### src/rtl/video_timing.sv
// Pixel-clock divider plus horizontal/vertical raster counters with registered
// sync, visible-area and end-of-visible-frame strobes.
module video_timing #(
   parameter int CLK_DIV   = 2,
   parameter int H_VISIBLE = 640,
   parameter int H_FRONT   = 16,
   parameter int H_SYNC    = 96,
   parameter int H_BACK    = 48,
   parameter int V_VISIBLE = 480,
   parameter int V_FRONT   = 10,
   parameter int V_SYNC    = 2,
   parameter int V_BACK    = 33
) (
   input  logic       CLK,
   input  logic       RESET,
   output logic       PIXEL_TICK,
   output logic [9:0] PIXEL_X,
   output logic [9:0] PIXEL_Y,
   output logic       VISIBLE,
   output logic       HSYNC,
   output logic       VSYNC,
   output logic       FRAME_RENDERED
);

   localparam int H_TOTAL = H_VISIBLE + H_FRONT + H_SYNC + H_BACK;
   localparam int V_TOTAL = V_VISIBLE + V_FRONT + V_SYNC + V_BACK;

   localparam logic [3:0] DIV_LAST = 4'(CLK_DIV - 1);
   localparam logic [9:0] H_LAST   = 10'(H_TOTAL - 1);
   localparam logic [9:0] V_LAST   = 10'(V_TOTAL - 1);
   localparam logic [9:0] H_VIS    = 10'(H_VISIBLE);
   localparam logic [9:0] V_VIS    = 10'(V_VISIBLE);
   localparam logic [9:0] V_VIS_LAST = 10'(V_VISIBLE - 1);
   localparam logic [9:0] HS_FIRST = 10'(H_VISIBLE + H_FRONT);
   localparam logic [9:0] HS_LAST  = 10'(H_VISIBLE + H_FRONT + H_SYNC - 1);
   localparam logic [9:0] VS_FIRST = 10'(V_VISIBLE + V_FRONT);
   localparam logic [9:0] VS_LAST  = 10'(V_VISIBLE + V_FRONT + V_SYNC - 1);

   logic [3:0] div_q, div_d;
   logic [9:0] x_q, x_d;
   logic [9:0] y_q, y_d;
   logic       visible_q, hsync_q, vsync_q, frame_q;
   logic       tick;

   always_comb begin
      tick  = (div_q == DIV_LAST);
      div_d = div_q + 4'd1;
      x_d   = x_q;
      y_d   = y_q;
      if (tick) begin
         div_d = 4'd0;
         if (x_q == H_LAST) begin
            x_d = 10'd0;
            if (y_q == V_LAST) begin
               y_d = 10'd0;
            end else begin
               y_d = y_q + 10'd1;
            end
         end else begin
            x_d = x_q + 10'd1;
         end
      end else begin
         div_d = div_q + 4'd1;
      end
   end

   // Status flags are derived from the next counter values so they line up
   // with PIXEL_X/PIXEL_Y on the same edge.
   always_ff @(posedge CLK or posedge RESET) begin
      if (RESET) begin
         div_q     <= 4'd0;
         x_q       <= 10'd0;
         y_q       <= 10'd0;
         visible_q <= 1'b0;
         hsync_q   <= 1'b1;
         vsync_q   <= 1'b1;
         frame_q   <= 1'b0;
      end else begin
         div_q     <= div_d;
         x_q       <= x_d;
         y_q       <= y_d;
         visible_q <= (x_d < H_VIS) && (y_d < V_VIS);
         hsync_q   <= !((x_d >= HS_FIRST) && (x_d <= HS_LAST));
         vsync_q   <= !((y_d >= VS_FIRST) && (y_d <= VS_LAST));
         frame_q   <= tick && (x_q == H_LAST) && (y_q == V_VIS_LAST);
      end
   end

   // With CLK_DIV=1 the divider sits at its last value, so reset must mask the tick.
   assign PIXEL_TICK     = tick & ~RESET;
   assign PIXEL_X        = x_q;
   assign PIXEL_Y        = y_q;
   assign VISIBLE        = visible_q;
   assign HSYNC          = hsync_q;
   assign VSYNC          = vsync_q;
   assign FRAME_RENDERED = frame_q;

endmodule

### config.mk
export PLATFORM = sky130hd
export DESIGN_NAME = video_timing
export DESIGN_NICKNAME = d
export VERILOG_FILES = /design/src/rtl/video_timing.sv
export SDC_FILE = /design/constraint.sdc
export NUM_CORES = 1
export LEC_CHECK = 0
export CAP_MARGIN = 20
export CORE_ASPECT_RATIO = 1.2
export CORE_MARGIN = 2
export CORE_UTILIZATION = 33
export DETAILED_ROUTE_END_ITERATION = 7
export PLACE_DENSITY = 0.65
export SETUP_SLACK_MARGIN = 0.15
export SLEW_MARGIN = 20
export SYNTH_ARGS = -nofsm -noshare
export SYNTH_HDL_FRONTEND = slang
export SYNTH_SLANG_ARGS = --single-unit
export TNS_END_PERCENT = 5
### constraint.sdc
create_clock -name CLK -period 2.9 [get_ports CLK]
set_clock_uncertainty 0.1 [all_clocks]
set_input_delay 0.725 -clock CLK [delete_from_list [all_inputs] [get_ports CLK]]
set_output_delay 0.725 -clock CLK [all_outputs]
set_load 0.02 [all_outputs]
==> results of run 1 <==
-- metrics by stage --
step	hold slack (ps)	total power, mW	instance area [um^2]
after global placement	396	0.411	1810
after CTS	439	0.650	1870
after floorplan	375	0.405	1490
final	432	0.638	1870
after detailed placement	424	0.411	1810
after global routing	484	0.668	1870
-- cells in the mapped netlist, types with 2 or more instances --
cell type | number | area [um^2]
sky130_fd_sc_hd__a21oi_1 | 2 | 10.0
sky130_fd_sc_hd__and2_1 | 2 | 12.5
sky130_fd_sc_hd__and3_1 | 4 | 25.0
sky130_fd_sc_hd__and4_1 | 4 | 35.0
sky130_fd_sc_hd__clkbuf_1 | 2 | 7.51
sky130_fd_sc_hd__dfrtp_1 | 26 | 651
sky130_fd_sc_hd__dfstp_2 | 2 | 52.6
sky130_fd_sc_hd__ha_1 | 3 | 37.5
sky130_fd_sc_hd__inv_1 | 9 | 33.8
sky130_fd_sc_hd__mux2_2 | 2 | 22.5
sky130_fd_sc_hd__nand2_1 | 16 | 60.1
sky130_fd_sc_hd__nand2b_1 | 2 | 12.5
sky130_fd_sc_hd__nand3_1 | 10 | 50.1
sky130_fd_sc_hd__nand4_1 | 5 | 31.3
sky130_fd_sc_hd__nor2_1 | 11 | 41.3
sky130_fd_sc_hd__nor3_1 | 3 | 15.0
sky130_fd_sc_hd__o21ai_0 | 6 | 30.0
sky130_fd_sc_hd__o31ai_1 | 3 | 22.5
sky130_fd_sc_hd__xnor2_1 | 7 | 61.3
sky130_fd_sc_hd__xor2_1 | 6 | 52.6
-- power by group through the flow --
stage	clock (mW)	sequential [mW]	combinational, mW
floorplan	0	0.398	0.00708
global placement	0	0.398	0.0131
detailed placement	0	0.398	0.0136
CTS	0.247	0.390	0.0130
global route	0.263	0.390	0.0141
finish	0.236	0.390	0.0121
-- path summary, 6_finish.rpt --
check | endpoint | cells after the start | startpoint | slack, ps
setup reg to reg | VSYNC | 7 | PIXEL_X[0] | 460
max in group asynchronous | HSYNC | 3 | RESET | 1380
hold reg to reg | div_q[0] | 1 | div_q[0] | 430
hold / removal | div_q[0] | 1 | div_q[0] | 430
setup / recovery | PIXEL_TICK | 3 | div_q[1] | 280
min in group asynchronous | PIXEL_X[1] | 2 | RESET | 660
-- what timing repair did --
action / 4_1_cts / 5_1_grt
gates resized for setup: 1 / 0
endpoints found under the hold margin: 0 / 0
setup endpoints to repair: 1 / 0
-- flip-flops by register name, summed over array words and instances, names as in the netlist --
register / flops
VISIBLE: 1
div_q: 4
PIXEL_Y: 10
VSYNC: 1
FRAME_RENDERED: 1
PIXEL_X: 10
HSYNC: 1
-- cell families (layout without fill, tap and decap cells) --
family | Yosys count | count (layout)
buffers and inverters | 12 | 41
AND/OR/NAND/NOR | 69 | 69
adder cells (fa/ha/maj) | 3 | 3
AO/OA/AOI/OAI | 19 | 19
flip-flops | 28 | 28
multiplexers | 2 | 2
XOR/XNOR | 13 | 13
-- per-layer routing --
layer | up-vias | routed length (um)
met5 | - | 0
met4 | 0 | 55
met3 | 6 | 113
met2 | 27 | 1650
met1 | 591 | 1290
li1 | 579 | -
-- area by class of cell --
| class | instances | share of cell area [%] |
|---|---|---|
| Tap cell | 56 | 3.76 |
| Timing Repair Buffer | 28 | 14.7 |
| Sequential cell | 28 | 37.7 |
| Clock buffer | 4 | 2.95 |
| Inverter | 9 | 1.81 |
| Multi-Input combinational cell | 106 | 39.1 |
==> flow_summary.json, run 1 <==
{
  "result_of_the_run": "complete, no violations",
  "antenna_violations_before_repair": 0,
  "dp_hpwl_um": 2420,
  "netSwitchingPower_mw": 0.124,
  "clock_tree.buffer_depth": 2,
  "relative_contribution_of_sequential_cells_to_total_power_pct": 61.1,
  "multi_input_combinational_cell_area_um2": 729,
  "leakage_nw": 0.820,
  "synth_adder_area_share_pct": 2.53,
  "final_cell_mix": "sky130_fd_sc_hd__dfrtp_1 (26), sky130_fd_sc_hd__clkdlybuf4s50_1 (25), sky130_fd_sc_hd__nand2_1 (16), sky130_fd_sc_hd__nor2_1 (11), sky130_fd_sc_hd__nand3_1 (10)",
  "cts-root-buf": "sky130_fd_sc_hd__clkbuf_8",
  "initial_utilization_pct": 34.6,
  "post_drt_via_cell_ratio": 5.21,
  "gr_overflow_total": 0,
  "share_of_the_synthesized_area_in_compound_gates_ao_oa_aoi_oai_pct": 9.10,
  "drt_first_pass_iters": 4,
  "die-area_um2": 5060,
  "stdcell_count": 231,
  "ys.flop_type": "sky130_fd_sc_hd__dfrtp_1",
  "powerDensity_nw_per_um2": 342,
  "synthMuxAreaShare_pct": 1.52,
  "routed_wire_length_per_instance_um": 13.5,
  "synth-xor-area-share_pct": 7.67,
  "max_slew_margin_vs_limit_pct": 73.0,
  "post_synth_instance_area_um2": 1490,
  "synth_cell_types": 41,
  "num-fill-cells": 440,
  "via_count": 1203,
  "grt_most_used_layer": "met2",
  "drt_iter0_markers": 63,
  "final_hold_viol_count": 0,
  "crit_buf_inv": 1,
  "swShare_pct": 19.4,
  "final_antenna_diode_count": 0,
  "drcViolationCount": 0,
  "internal_power_mw": 0.515,
  "endpoint_type_of_the_worst_setup_path": "output port",
  "cts_hold_buffers": 0,
  "placement.io_buffers": 26,
  "die_ht_um": 77.5,
  "family_with_the_most_delay_on_the_worst_path": "simple AND/OR/NAND/NOR gates",
  "synth_seq_cells": 28,
  "comb_power_share_pct": 1.9,
  "synthToLayoutAreaGrowth_pct": 25.6,
  "dp_cells": 227,
  "fp-row-count": 26,
  "max_slew.worst_pin.slew_ps": 402,
  "crit_arrival_ps": 1790,
  "path_max_fanout": 6,
  "cts_htree_levels": 1,
  "yosysWarningCount": 0,
  "cts.reportedPaths.clkPinSlew_ps": 90,
  "vdd_drop_max_mv": 0.173,
  "finalCriticalPeriod_ps": 2620,
  "dieWidth_um": 65.2,
  "final_common_cell": "sky130_fd_sc_hd__dfrtp_1",
  "grt_setup_unrepaired": "no",
  "post_route_cells_drive_above_1_share_pct": 10.3,
  "timing.critical_path.required_ps": 2080,
  "finalWeightedCongestion": 0.847,
  "critical_path.cell_chain": "or4b_4, nor2_1, dlygate4sd2_1",
  "synth-simple-area-share_pct": 28.3,
  "gr-usage-met3_pct": 2.61,
  "totalWireLength_um": 3110,
  "regArea_um2": 703,
  "critical_path.startpoint_type": "register",
  "finalSetupTns_ps": 0,
  "syn_nets": 151,
  "synth-async-reset-ratio_pct": 100,
  "preCtsSetupSlack_ps": 210,
  "nNetsFinal": 181,
  "finalCritPeriodShare_pct": 90.3,
  "holdCritPathClass": "reg2reg",
  "cts_sinks": 28,
  "synth_enable_flop_cells": 0,
  "timing.critical_path.slowest_cell_delay_ps": 620,
  "share_clk_of_total_power_pct": 37.0,
  "postRouteAntennaNets": 0,
  "syn_area_per_cell_um2": 10.2,
  "first_global_vias": 1215,
  "synth_top_family_by_area": "simple AND/OR/NAND/NOR gates",
  "drv_slew": 0,
  "grt_util_all_layers_pct": 13.1,
  "core_um2": 4290,
  "fmax_ghz": 0.382,
  "wire_length_of_the_first_global_routing_pass_um": 5290,
  "pin_count_of_the_biggest_net_entering_global_routing": 19,
  "cts_tree": "built",
  "synth_cells": 146,
  "setup_slack_ps": 280,
  "insertion_delay_ps": 270,
  "boundaryPins": 27,
  "worst_path_class_setup": "reg2out",
  "grtUsageMet1_pct": 14.6,
  "cts_setup_buffers": 0,
  "met2_capacity_usage_during_global_routing_pct": 23.9,
  "crit_slowest_cell": "sky130_fd_sc_hd__or4b_4",
  "timing.max_cap.violations": 0,
  "finalSetupViolCount": 0,
  "synth_seq_area_share_pct": 47.3,
  "numCtsBuffers": 3,
  "postLayoutCoreUtil_pct": 43.4
}
No activity file was read; power rests on OpenSTA's default activity.
==> run 2: changes to the inputs <==
CORE_MARGIN = 1.5   (was 2)
CTS_BUF_LIST = sky130_fd_sc_hd__clkbuf_16   (was not set)
==> run 2 against run 1 <==
Die area is 2.8% lower. Design area is 1.7% higher. Utilization is 0.73 points higher. Clock power is 29% higher. Register-to-register slack better by 90 ps. Critical path depth stayed put. Sequential share of layout area is 0.62 points lower. Non-clock buffer count is 1 higher. Total power is 11% higher. First-iteration DRC count is 9.5% lower. Largest power group unchanged. Highest routed layer unchanged.
==> flow_summary.json, run 2 (synthesized netlist as in run 1, its figures left out) <==
{
  "result_of_the_run": "complete, no violations",
  "endpoint_type_of_the_worst_setup_path": "output port",
  "insertion_delay_ps": 260,
  "post_dp_cell_area_um2": 1820,
  "drv_slew": 0,
  "placement.io_buffers": 26,
  "swShare_pct": 18.3,
  "antenna_violations_before_repair": 0,
  "vdd_drop_max_mv": 0.158,
  "drt_first_pass_iters": 4,
  "cts-root-buf": "sky130_fd_sc_hd__clkbuf_16",
  "finalCriticalPeriod_ps": 2590,
  "final_antenna_diode_count": 0,
  "path_max_fanout": 6,
  "final_common_cell": "sky130_fd_sc_hd__dfrtp_1",
  "timing.critical_path.required_ps": 2080,
  "core_um2": 4290,
  "total_power_mw": 0.707,
  "nNetsFinal": 182,
  "finalSetupTns_ps": 0,
  "num-fill-cells": 440,
  "cts_htree_levels": 1,
  "pin_count_of_the_biggest_net_entering_global_routing": 19,
  "finalCritPeriodShare_pct": 89.1,
  "wire_length_of_the_first_global_routing_pass_um": 5490,
  "die-area_um2": 4910,
  "critical_path.startpoint_type": "register",
  "first_global_vias": 1238,
  "powerDensity_nw_per_um2": 373,
  "internal_power_mw": 0.578,
  "netSwitchingPower_mw": 0.129,
  "leakage_nw": 0.836,
  "totalWireLength_um": 3130,
  "post_drt_via_cell_ratio": 5.11,
  "comb_power_share_pct": 1.7,
  "final_cell_mix": "sky130_fd_sc_hd__dfrtp_1 (26), sky130_fd_sc_hd__clkdlybuf4s50_1 (25), sky130_fd_sc_hd__nand2_1 (16), sky130_fd_sc_hd__nor2_1 (11), sky130_fd_sc_hd__nand3_1 (10)",
  "initial_utilization_pct": 34.6,
  "drt_iter0_markers": 57,
  "timing.max_cap.violations": 0,
  "cts.reportedPaths.clkPinSlew_ps": 70,
  "boundaryPins": 27,
  "relative_contribution_of_sequential_cells_to_total_power_pct": 55.2,
  "finalSetupViolCount": 0,
  "cts_tree": "built",
  "crit_arrival_ps": 1760,
  "fmax_ghz": 0.387,
  "fin_area_um2": 1900,
  "share_clk_of_total_power_pct": 43.1,
  "finalWeightedCongestion": 0.862,
  "dp_hpwl_um": 2460,
  "cts_sinks": 28,
  "gr_overflow_total": 0,
  "clock_tree.buffer_depth": 2,
  "drcViolationCount": 0,
  "synthToLayoutAreaGrowth_pct": 27.7,
  "dieWidth_um": 64.2,
  "holdCritPathClass": "reg2reg",
  "worst_path_class_setup": "reg2out",
  "max_slew.worst_pin.slew_ps": 493,
  "die_ht_um": 76.5,
  "post_route_cells_drive_above_1_share_pct": 10.2,
  "final_hold_viol_count": 0,
  "numCtsBuffers": 3,
  "grt_util_all_layers_pct": 13.8,
  "via_count": 1185,
  "grt_setup_unrepaired": "no",
  "routed_wire_length_per_instance_um": 13.5,
  "fp-row-count": 26,
  "postRouteAntennaNets": 0,
  "max_slew_margin_vs_limit_pct": 66.9,
  "cts_hold_buffers": 0
}
-- run 2: cell types whose count changed in the layout (fill, tap and decap cells not counted) --
cell | previous run | this run
sky130_fd_sc_hd__buf_4 | 2 | 3
sky130_fd_sc_hd__clkbuf_16 | 0 | 3
sky130_fd_sc_hd__clkinv_1 | 0 | 1
sky130_fd_sc_hd__clkbuf_8 | 4 | 0
-- run 2: final timing paths --
kind | startpoint | to | slack (ps) | cells past startpoint
max | div_q[1] | PIXEL_TICK | 310 | 3
min | PIXEL_Y[8] | PIXEL_Y[8] | 430 | 1
max reg2reg | div_q[1] | VISIBLE | 550 | 6
min reg2reg | PIXEL_Y[8] | PIXEL_Y[8] | 430 | 1
max in group asynchronous | RESET | HSYNC | 1360 | 3
min in group asynchronous | RESET | PIXEL_X[0] | 690 | 2
-- run 2: power by group through the flow --
stage / clock (mW) / combinational, mW / sequential (mW)
2_1_floorplan: 0 / 0.00708 / 0.398
5_1_grt: 0.338 / 0.0144 / 0.390
6_report: 0.305 / 0.0121 / 0.391
3_3_place_gp: 0 / 0.0133 / 0.398
3_5_place_dp: 0 / 0.0134 / 0.398
4_1_cts: 0.322 / 0.0130 / 0.390
-- run 2: layout make-up --
type	count	area, um^2	area share [%]
clock inverters	1	3.75	0.198
inverters	9	33.8	1.78
well taps	56	70.1	3.69
repair buffers	29	282	14.8
clock buffers	3	75.1	3.96
flip-flops and latches	28	703	37.1
multi-input cells	106	729	38.5
-- run 2: worst max-delay path: stages, from the launching register on --
cell and delay, ps:
sky130_fd_sc_hd__dfrtp_1 460, sky130_fd_sc_hd__or4b_4 610, sky130_fd_sc_hd__nor2_1 100, sky130_fd_sc_hd__dlygate4sd2_1 330
-- run 2: layer usage --
layer | vias to the layer above | share of wire [%] | routed length [um] | global-route usage, %
met4 | 0 | 0.45 | 14 | 3.40
met3 | 2 | 4.1 | 128 | 2.66
met1 | 575 | 41 | 1290 | 16.3
met5 | - | 0 | 0 | 0
met2 | 23 | 54 | 1690 | 25.3
li1 | 585 | - | - | -
-- run 2: what timing repair did --
| action | in CTS | in global routing |
|---|---|---|
| gates resized for setup | 1 | 0 |
| buffers inserted | 0 | 0 |
| setup endpoints to repair | 1 | 0 |
-- run 2: stage by stage --
| stage | utilization, % | worst slack (ps) | cells | hold WS [ps] |
|---|---|---|---|---|
| finish | 44.2 | 315 | 232 | 432 |
| CTS | 44.2 | 298 | 232 | 435 |
| global route | 44.2 | 243 | 232 | 461 |
| detailed placement | 42.4 | 228 | 228 | 424 |
| floorplan | - | 715 | 146 | 375 |
| global placement | 42.4 | 220 | 228 | 393 |
==> run 3: changes to the inputs <==
CAP_MARGIN = 15   (was 20)
CORE_MARGIN = 2   (was 1.5)
CTS_CLUSTER_DIAMETER = 80   (was not set)
==> run 3 against run 2 <==
Design area shrank 0.40%. Register-to-register slack worse by 60 ps. Die area grew 2.9%. Total power is 0.41% higher. Utilization fell by 0.17 points. Clock power about the same. Cell count decreased by 0.43%.
==> flow_summary.json, run 3 (synthesized netlist as in run 1, its figures left out) <==
{
  "fin_area_um2": 1890,
  "final_common_cell": "sky130_fd_sc_hd__dfrtp_1",
  "drcViolationCount": 0,
  "path_max_fanout": 6,
  "swShare_pct": 18.6,
  "grt_util_all_layers_pct": 13.4,
  "cts_sinks": 28,
  "dieWidth_um": 65.2,
  "powerDensity_nw_per_um2": 376,
  "max_slew.worst_pin.slew_ps": 419,
  "worst_r2r_start": "PIXEL_X[0]",
  "finalWeightedCongestion": 0.847,
  "total_power_mw": 0.710,
  "result_of_the_run": "complete, no violations",
  "num-fill-cells": 438,
  "gr_overflow_total": 0,
  "postRouteAntennaNets": 0,
  "timing.max_cap.violations": 0,
  "crit_arrival_ps": 1770,
  "finalCriticalPeriod_ps": 2590,
  "boundaryPins": 27,
  "pin_count_of_the_biggest_net_entering_global_routing": 19,
  "share_clk_of_total_power_pct": 43.3,
  "clock_tree.buffer_depth": 2,
  "max_slew_margin_vs_limit_pct": 71.8,
  "insertion_delay_ps": 260,
  "leakage_nw": 0.830,
  "core_um2": 4290,
  "dp_hpwl_um": 2420,
  "cts_tree": "built",
  "setup_slack_ps": 307,
  "preCtsSetupSlack_ps": 210,
  "drt_iter0_markers": 110,
  "relative_contribution_of_sequential_cells_to_total_power_pct": 55.0,
  "grt_setup_unrepaired": "no",
  "wire_length_of_the_first_global_routing_pass_um": 5370,
  "min_delay_worst_endpoint": "div_q[0]",
  "rr_worst_depth": 7,
  "cts_htree_levels": 1,
  "comb_power_share_pct": 1.7,
  "die_ht_um": 77.5,
  "via_count": 1214,
  "reg2reg_setup_slack_ps": 490,
  "initial_utilization_pct": 34.6,
  "finalSetupTns_ps": 0,
  "nNetsFinal": 181,
  "min_delay_path_depth": 1,
  "synthToLayoutAreaGrowth_pct": 27.2,
  "post_dp_cell_area_um2": 1810,
  "final_cell_mix": "sky130_fd_sc_hd__dfrtp_1 (26), sky130_fd_sc_hd__clkdlybuf4s50_1 (25), sky130_fd_sc_hd__nand2_1 (16), sky130_fd_sc_hd__nor2_1 (11), sky130_fd_sc_hd__nand3_1 (10)",
  "routed_wire_length_per_instance_um": 13.6,
  "netSwitchingPower_mw": 0.132,
  "numCtsBuffers": 3,
  "placement.io_buffers": 26,
  "cts.reportedPaths.clkPinSlew_ps": 70,
  "drt_first_pass_iters": 4,
  "post_drt_via_cell_ratio": 5.26,
  "finalCritPeriodShare_pct": 89.4,
  "post_route_cells_drive_above_1_share_pct": 9.71,
  "antenna_violations_before_repair": 0,
  "cts_setup_buffers": 0,
  "final_antenna_diode_count": 0,
  "vdd_drop_max_mv": 0.190,
  "finalSetupViolCount": 0,
  "fp-row-count": 26,
  "finalHoldWorstSlack_ps": 426,
  "die-area_um2": 5060,
  "critical_path.reg2reg.endpoint": "VSYNC",
  "final_hold_viol_count": 0,
  "timing.critical_path.required_ps": 2080,
  "hold_path_startpoint": "div_q[0]",
  "cts-root-buf": "sky130_fd_sc_hd__clkbuf_16",
  "holdCritPathClass": "reg2reg",
  "fmax_ghz": 0.386,
  "totalWireLength_um": 3140,
  "endpoint_type_of_the_worst_setup_path": "output port",
  "first_global_vias": 1227,
  "internal_power_mw": 0.578,
  "drv_slew": 0,
  "worst_path_class_setup": "reg2out",
  "critical_path.startpoint_type": "register"
}
==> run 3: worst max-delay path, cell delays in order (launching register included) <==
cell and delay, ps:
sky130_fd_sc_hd__dfrtp_1 460, sky130_fd_sc_hd__or4b_4 620, sky130_fd_sc_hd__nor2_1 100, sky130_fd_sc_hd__dlygate4sd2_1 340
==> run 3: per-stage QoR <==
step,cells,utilization (%)
after floorplan,146,-
after global placement,227,42.2
after detailed placement,227,42.2
after CTS,231,44.0
after global routing,231,44.0
final,231,44.0
==> run 3: area by class of cell <==
type | instances | area [um^2] | area share [%]
Inverter | 9 | 33.8 | 1.79
Multi-Input combinational cell | 106 | 729 | 38.6
Timing Repair Buffer | 28 | 274 | 14.5
Tap cell | 56 | 70.1 | 3.71
Clock buffer | 3 | 75.1 | 3.97
Sequential cell | 28 | 703 | 37.2
Clock inverter | 1 | 3.75 | 0.199
==> run 3: per-layer routing <==
layer	track usage (%)	wire, um	vias to the layer above
li1	-	-	580
met1	15.1	1230	599
met2	24.1	1710	28
met3	3.19	134	7
met4	5.00	58	0
met5	0	0	-
==> run 3: how the worst max path moves through the flow <==
stage	startpoint	endpoint	slack, ps	cells past startpoint
finish	div_q[1]	PIXEL_TICK	310	3
global route	div_q[1]	PIXEL_TICK	230	3
CTS	div_q[1]	PIXEL_TICK	290	3
detailed placement	RESET	PIXEL_TICK	210	3
global placement	RESET	PIXEL_TICK	220	3
floorplan	PIXEL_X[0]	VISIBLE	720	8
==> run 3: power groups by stage <==
stage               Clock, mW  Sequential, mW  Combinational, mW
floorplan                   0           0.398            0.00708
global placement            0           0.398             0.0131
detailed placement          0           0.398             0.0136
CTS                     0.316           0.390             0.0130
global route            0.339           0.390             0.0141
finish                  0.308           0.391             0.0121
==> run 3: timing repair <==
item | in CTS | in global routing
resized for setup | 1 | 0
hold buffers | 0 | 0
endpoints found under the setup margin | 1 | 0
